### src/rtl/mem_arbiter.sv
// Shares one SRAM port between fetch and data requesters, one transaction at a time.
// Latency: grant -> mem_req next cycle; mem ack -> requester ack next cycle; timeout after TIMEOUT cycles.
// Backpressure: requesters hold req until ack; stall requests stay high until the owner's ack cycle.
module mem_arbiter #(
    parameter int TIMEOUT = 16,
    parameter int TW      = 5
) (
    input  logic        clk,
    input  logic        rst,
    input  logic        if_req_i,
    input  logic [31:0] if_addr_i,
    output logic [31:0] if_rdata_o,
    output logic        if_ack_o,
    input  logic        dm_req_i,
    input  logic        dm_we_i,
    input  logic [3:0]  dm_sel_i,
    input  logic [31:0] dm_addr_i,
    input  logic [31:0] dm_wdata_i,
    output logic [31:0] dm_rdata_o,
    output logic        dm_ack_o,
    output logic        mem_req_o,
    output logic        mem_we_o,
    output logic [3:0]  mem_sel_o,
    output logic [31:0] mem_addr_o,
    output logic [31:0] mem_wdata_o,
    input  logic [31:0] mem_rdata_i,
    input  logic        mem_ack_i,
    output logic        err_o,
    output logic        stallreq_if_o,
    output logic        stallreq_dm_o
);

    typedef enum logic [1:0] {IDLE, BUSY, DONE} state_t;

    localparam logic          OWN_IF  = 1'b0;
    localparam logic          OWN_DM  = 1'b1;
    localparam logic [TW-1:0] CNT_END = TW'(TIMEOUT - 1);

    state_t        state_q, state_d;
    logic          owner_q, owner_d;
    logic          last_q, last_d;
    logic [TW-1:0] cnt_q, cnt_d;
    logic          err_q, err_d;
    logic          mem_we_q, mem_we_d;
    logic [3:0]    mem_sel_q, mem_sel_d;
    logic [31:0]   mem_addr_q, mem_addr_d;
    logic [31:0]   mem_wdata_q, mem_wdata_d;
    logic [31:0]   if_rdata_q, if_rdata_d;
    logic [31:0]   dm_rdata_q, dm_rdata_d;
    logic          grant_dm;

    always_comb begin
        state_d     = state_q;
        owner_d     = owner_q;
        last_d      = last_q;
        cnt_d       = cnt_q;
        err_d       = err_q;
        mem_we_d    = mem_we_q;
        mem_sel_d   = mem_sel_q;
        mem_addr_d  = mem_addr_q;
        mem_wdata_d = mem_wdata_q;
        if_rdata_d  = if_rdata_q;
        dm_rdata_d  = dm_rdata_q;
        // On a tie the requester that did not win last time gets the port.
        grant_dm    = dm_req_i && (!if_req_i || last_q == OWN_IF);

        case (state_q)
            IDLE: begin
                if (if_req_i || dm_req_i) begin
                    state_d = BUSY;
                    cnt_d   = '0;
                    err_d   = 1'b0;
                    if (grant_dm) begin
                        owner_d     = OWN_DM;
                        last_d      = OWN_DM;
                        mem_we_d    = dm_we_i;
                        mem_sel_d   = dm_sel_i;
                        mem_addr_d  = dm_addr_i;
                        mem_wdata_d = dm_wdata_i;
                    end else begin
                        owner_d     = OWN_IF;
                        last_d      = OWN_IF;
                        mem_we_d    = 1'b0;
                        mem_sel_d   = 4'hF;
                        mem_addr_d  = if_addr_i;
                        mem_wdata_d = '0;
                    end
                end
            end
            BUSY: begin
                if (mem_ack_i) begin
                    state_d = DONE;
                    err_d   = 1'b0;
                    if (owner_q == OWN_DM) dm_rdata_d = mem_rdata_i;
                    else                   if_rdata_d = mem_rdata_i;
                end else if (cnt_q == CNT_END) begin
                    state_d = DONE;
                    err_d   = 1'b1;
                    if (owner_q == OWN_DM) dm_rdata_d = '0;
                    else                   if_rdata_d = '0;
                end else begin
                    cnt_d = cnt_q + TW'(1);
                end
            end
            DONE: begin
                state_d = IDLE;
            end
            default: begin
                state_d = IDLE;
            end
        endcase
    end

    always_ff @(posedge clk or posedge rst) begin
        if (rst) begin
            state_q     <= IDLE;
            owner_q     <= OWN_IF;
            last_q      <= OWN_IF;
            cnt_q       <= '0;
            err_q       <= 1'b0;
            mem_we_q    <= 1'b0;
            mem_sel_q   <= '0;
            mem_addr_q  <= '0;
            mem_wdata_q <= '0;
            if_rdata_q  <= '0;
            dm_rdata_q  <= '0;
        end else begin
            state_q     <= state_d;
            owner_q     <= owner_d;
            last_q      <= last_d;
            cnt_q       <= cnt_d;
            err_q       <= err_d;
            mem_we_q    <= mem_we_d;
            mem_sel_q   <= mem_sel_d;
            mem_addr_q  <= mem_addr_d;
            mem_wdata_q <= mem_wdata_d;
            if_rdata_q  <= if_rdata_d;
            dm_rdata_q  <= dm_rdata_d;
        end
    end

    // Request is decoded from state so an async reset drops it at once.
    assign mem_req_o     = (state_q == BUSY);
    assign mem_we_o      = mem_we_q;
    assign mem_sel_o     = mem_sel_q;
    assign mem_addr_o    = mem_addr_q;
    assign mem_wdata_o   = mem_wdata_q;
    assign if_rdata_o    = if_rdata_q;
    assign dm_rdata_o    = dm_rdata_q;
    assign if_ack_o      = (state_q == DONE) && (owner_q == OWN_IF);
    assign dm_ack_o      = (state_q == DONE) && (owner_q == OWN_DM);
    assign err_o         = (state_q == DONE) && err_q;
    assign stallreq_if_o = if_req_i && !if_ack_o;
    assign stallreq_dm_o = dm_req_i && !dm_ack_o;

endmodule

### config.mk
export PLATFORM = sky130hd
export DESIGN_NAME = mem_arbiter
export DESIGN_NICKNAME = d
export VERILOG_FILES = /design/src/rtl/mem_arbiter.sv
export SDC_FILE = /design/constraint.sdc
export NUM_CORES = 1
export LEC_CHECK = 0
export CAP_MARGIN = 20
export CORE_MARGIN = 2
export CORE_UTILIZATION = 44
export DETAILED_ROUTE_END_ITERATION = 16
export GPL_ROUTABILITY_DRIVEN = 0
export PLACE_DENSITY = 0.92
export SETUP_SLACK_MARGIN = 0.4
export SYNTH_ARGS = -nofsm -noshare
export SYNTH_HDL_FRONTEND = slang
export SYNTH_SLANG_ARGS = --single-unit
### constraint.sdc
create_clock -name clk -period 7.4 [get_ports clk]
set_clock_uncertainty 0.1 [all_clocks]
set_input_delay 1.48 -clock clk [delete_from_list [all_inputs] [get_ports clk]]
set_output_delay 1.48 -clock clk [all_outputs]
set_load 0.005 [all_outputs]
* Word level (Yosys, flattened, before mapping) *
Index checks and enable logic that the tools add are counted.

cells by class
  add/subtract/negate cells = 1
  equality and inequality tests = 7
  muxes and demuxes = 25
  bitwise logic cells = 1
  reductions and logical operators = 20

operator list
  operator                                                count
  two-way mux 32 bit                                      10
  two-way mux 5 bit                                       3
  case mux 5 bit (2 select lines)                         1
  AND reduction 3 bit                                     3
  logical AND 1 bit                                       6
  two-way mux 2 bit                                       3
  inequality test 2 bit (second input constant)           3
  adder 5 x 1 -> 5 bit (second input constant)            1
  equality test 5 x 4 -> 1 bit (second input constant)    1
  two-way mux 1 bit                                       5
  two-way mux 4 bit                                       1
  case mux 2 bit (2 select lines)                         1
  AND reduction 2 bit                                     2
  AND reduction 4 bit                                     1
  nonzero test 2 bit                                      2
  logical NOT 1 bit                                       3
  inequality test 3 x 1 -> 1 bit (second input constant)  1
  equality test 2 x 1 -> 1 bit (second input constant)    1
  equality test 2 bit (second input constant)             1
  logical NOT 2 bit                                       1
  logical OR 1 bit                                        2
  case mux 1 bit (2 select lines)                         1
  inverter 1 bit                                          1

word-level totals
  register bits = 142
  input bits = 138

* Longest topological paths before layout *
  depth in word-level cells = 4
  mapped depth = 9

* Worst setup path after synthesis *
Ideal clock, no wire load.

  kind = input to output
  from = input port dm_req_i
  to = output port stallreq_dm_o
  data arrival time = 1611 ps
  path slack = 4209 ps
  stages on the path = 1
  cell sequence = nor2b_1

between the ends
  word-level cells in the longest chain between the ends = 1

RTL lines
  item                line  source
  start: declaration  14    input logic dm_req_i,
  logical AND 1 bit   154   assign stallreq_dm_o = dm_req_i && !dm_ack_o;
  end: declaration    30    output logic stallreq_dm_o

Every way passes these cells.

* Worst setup path after layout *
  from = input port if_req_i
  to = output port stallreq_if_o

between the ends
  word-level cells in the longest chain between the ends = 1

RTL lines
  item                line  source
  start: declaration  10    input logic if_req_i,
  logical AND 1 bit   153   assign stallreq_if_o = if_req_i && !if_ack_o;
  end: declaration    29    output logic stallreq_if_o,

Every way passes these cells.

==> results by group <==
Floorplan
  – Starting density of the core: between 40% and 50%
  – Std cell rows: 41
  – Placeable core region: 0.01262 mm2
  – Io pins: approximately 280
  – Overall die height: roughly 120 um
  – Floorplan die area: ~0.014 mm2
  – Die extent in x: between 100 and 150 um

STA
  – Setup slack of the critical path after layout: about 3.1 ns
  – Max Freq: roughly 230 MHz
  – Hold Fails Final Rpt: 0
  – Setup TNS Final: 0 ns
  – Post-layout minimum cycle time: ~4.3 ns
  – Worst-Margin Slew: about 0.89 ns
  – Final setup violating endpoints: 0
  – Worst slack on hold paths: roughly 0.38 ns
  – Share of the cycle needed by the critical path after routing: just under 60%
  – Max-slew headroom: 40.72%
  – Pins over their slew limit: 0
  – Unrepaired setup endpoints after global routing: no

Clocking
  – Worst skew pair latency: a little over 0.4 ns
  – Number of H-tree levels: 4
  – Post-CTS resize count: 0
  – Number of setup buffers added after CTS: 0
  – # hold bufs at CTS: 0
  – Num Clock Sinks: ~140
  – Buffer type at the clock tree root: clkbuf_16
  – Maximum count of clock buffers along a single path: 2
  – Number of buffers added by the clock tree synthesis step: 17
  – Clock tree from TritonCTS: built
  – CTS clock-pin slew for the worst setup and hold paths: about 0.050 ns

Drt
  – First-pass iteration count of the detailed router: 4
  – Detailed-route wire length per cell: 18.31 um
  – DRC violation count after routing: 0
  – Antenna violation net count after detailed routing: 0
  – Final WL: ~18 mm
  – Initial detailed-routing violation count: 467
  – Per-cell via count in the routed design: between 5 and 6
  – Routed via count: around 5,000

Setup path
  – Kind of end point of the critical path: primary output
  – RR Startpoint: cnt_q[0]
  – Arr. time, crit path: roughly 2.7 ns
  – Cell type of the slowest stage on the worst timing path: clkdlybuf4s50_1
  – Worst R2R Setup Slack: between 4 and 5 ns
  – Cell occurring most often along the worst timing path: clkdlybuf4s50_1
  – Worst setup SP type: primary input
  – Origin of the worst setup path: if_req_i
  – Worst setup path endpoint: stallreq_if_o
  – Required time of the worst setup path: approximately 5.8 ns
  – Largest stage delay, worst path: roughly 0.55 ns
  – Number of cell instances on the worst register-to-register path: 8
  – Largest driver fanout on the critical path: 3
  – Reg2Reg Capture Point: if_rdata_o[4]
  – Crit Path Category: primary input to primary output
  – Chain of cells forming the critical path: clkdlybuf4s50_1 -> nor2b_1 -> clkdlybuf4s50_1

Finish
  – # diodes: 0
  – Layout filler cell count: around 870
  – Fraction of layout cells with a size suffix above 1: under 10%
  – Area Growth Syn to Fin: 59.79%
  – Highest-count cells in the layout ignoring fill and taps: clkdlybuf4s50_1, dfrtp_1, nand2_1
  – Final cell count without fillers: a little under 1,000
  – Leading cell type in the layout, fill and taps excluded: clkdlybuf4s50_1
  – Number of nets in the layout: about 930

Global routing
  – Met2 GRT Util: a little under half
  – Largest net degree at the start of global routing: about 100
  – Total routing resource utilization after global routing: a little over a quarter
  – Antenna violations before repair: 0
  – Busiest layer in global routing: met2
  – Global Route met1 Usage: approximately 29%
  – Global-route met3 utilization: between 8 and 9%
  – Remaining Overflow, GRT: 0
  – Wire length of the first global-routing pass: roughly 28 mm
  – Via count of the first global-routing pass: ~5,300

Synth
  – Synth warn: 0
  – Share of the yosys chip area belonging to registers: 62.29%
  – Most used DFF post-synth: dfrtp_1
  – Post-synthesis cell type count: 31
  – Async set-reset flop share out of synthesis: 100.0%
  – Area share of the leading cell type in the synthesized netlist: between 60% and 70%
  – Top area cells in the synthesized netlist: dfrtp_1, nand2_1, o21ai_0
  – Cell count after synthesis: 519
  – Register bit total from synthesis: about 140
  – Netlist area before placement: 0.005704 mm2
  – Cell type with the highest aggregate area in the netlist: dfrtp_1
  – Post-synthesis average cell area: 10.99 um2
  – Net count after synthesis: ~660
  – Number of enable-type register cells in the synthesized netlist: 0

Hold path
  – Hold path start: mem_addr_o[8]
  – HP Class: flip-flop to flip-flop

Power
  – Clock power share: 21.3%
  – Pwr/cell area: between 300 and 400 mW/mm2
  – VDD IR-drop max: 0.2069 mV
  – Net switching share of the total power: a little under a third
  – Leakage power summed over all cells: approximately 4.0 nW
  – Part of the total power dissipated in combinational logic: about two fifths
  – Relative contribution of sequential cells to total power: 37.8%
  – Int Power: ~2.5 mW
  – Net Switching: 1.135 mW

Place
  – Count of port buffers added during placement: about 280
  – Worst setup timing slack at the placement stage: just over 3 ns
  – Placed wire-length estimate: 12.94 mm
  – Number of instances in the placed design: approximately 940

Status
  – Run status: finished, final reports clean

Flow run
  – Maximum capacitance violations: 0
## sequential cells by signal, indices dropped and copies added (netlist names), 2 cells and up
| register | count |
|---|---|
| mem_addr_o | 32 |
| dm_rdata_o | 32 |
| cnt_q | 5 |
| if_rdata_o | 32 |
| state_q | 2 |
| mem_sel_o | 4 |
| mem_wdata_o | 32 |
## area by class of cell
cell class	count	area, um2	area share, %
inverter	5	23.77	0.2608
clock buffer	20	446.7	4.900
clock inverter	8	71.32	0.7824
timing repair buffer	284	2863	31.41
sequential	142	3553	38.98
multi-input combinational	337	1942	21.30
tap	172	215.2	2.361
## routing by layer
layer,share of wire (%),wire (um),up-vias
met2,51,9053,268
li1,-,-,2319
met1,37,6583,2414
met3,8.3,1470,43
met5,0,0,-
met4,3.5,620,0
## cells in the mapped netlist, types with 2 or more instances
cell type,n
a21oi_1,3
a22o_1,34
and2_1,3
and3_1,2
buf_2,11
buf_4,2
buf_6,7
clkbuf_1,15
dfrtp_1,142
ha_1,2
inv_1,5
mux2i_1,32
nand2_1,135
nor2_1,6
nor2b_1,2
o21ai_0,70
o21ai_1,15
o21ai_2,17
o22a_1,4
## metrics by stage
step / util (%) / power (mW) / area (um2)
6_report: 72.23 / 3.592 / 9115
5_1_grt: 72.23 / 3.790 / 9115
4_1_cts: 71.85 / 3.608 / 9067
3_5_place_dp: 67.75 / 2.822 / 8549
3_3_place_gp: 67.63 / 2.724 / 8534
2_1_floorplan: - / 1.876 / 5704
## cell families (layout without fill, tap and decap cells)
family	count (synthesis)	count (layout)	share of synthesized area (%)
fa+ha+maj	2	2	0.4386
mux	32	32	5.615
compound gates	145	145	16.41
simple gates	158	158	11.32
buf+inv	40	317	3.926
flops	142	142	62.29
## critical path, delay by kind of cell
| kind | cells | cell delay, ns |
|---|---|---|
| buffers and inverters | 2 | 1.07 |
| AND/OR/NAND/NOR | 1 | 0.18 |
## power by group through the flow
stage / registers [mW] / clock network [mW] / logic (mW)
2_1_floorplan: 1.36 / 0 / 0.519
3_3_place_gp: 1.33 / 0 / 1.39
3_5_place_dp: 1.36 / 0 / 1.47
4_1_cts: 1.35 / 0.776 / 1.48
5_1_grt: 1.39 / 0.813 / 1.58
6_report: 1.36 / 0.766 / 1.47
## worst min path at each step
stage                          end  slack, ns  cells past startpoint
floorplan            dm_rdata_o[0]       0.37                      2
global placement    dm_rdata_o[22]       0.36                      2
detailed placement   if_rdata_o[8]       0.36                      2
CTS                  mem_addr_o[7]       0.38                      2
global route        if_rdata_o[24]       0.39                      2
finish               mem_addr_o[8]       0.38                      2
(Power assumes the default switching activity.)
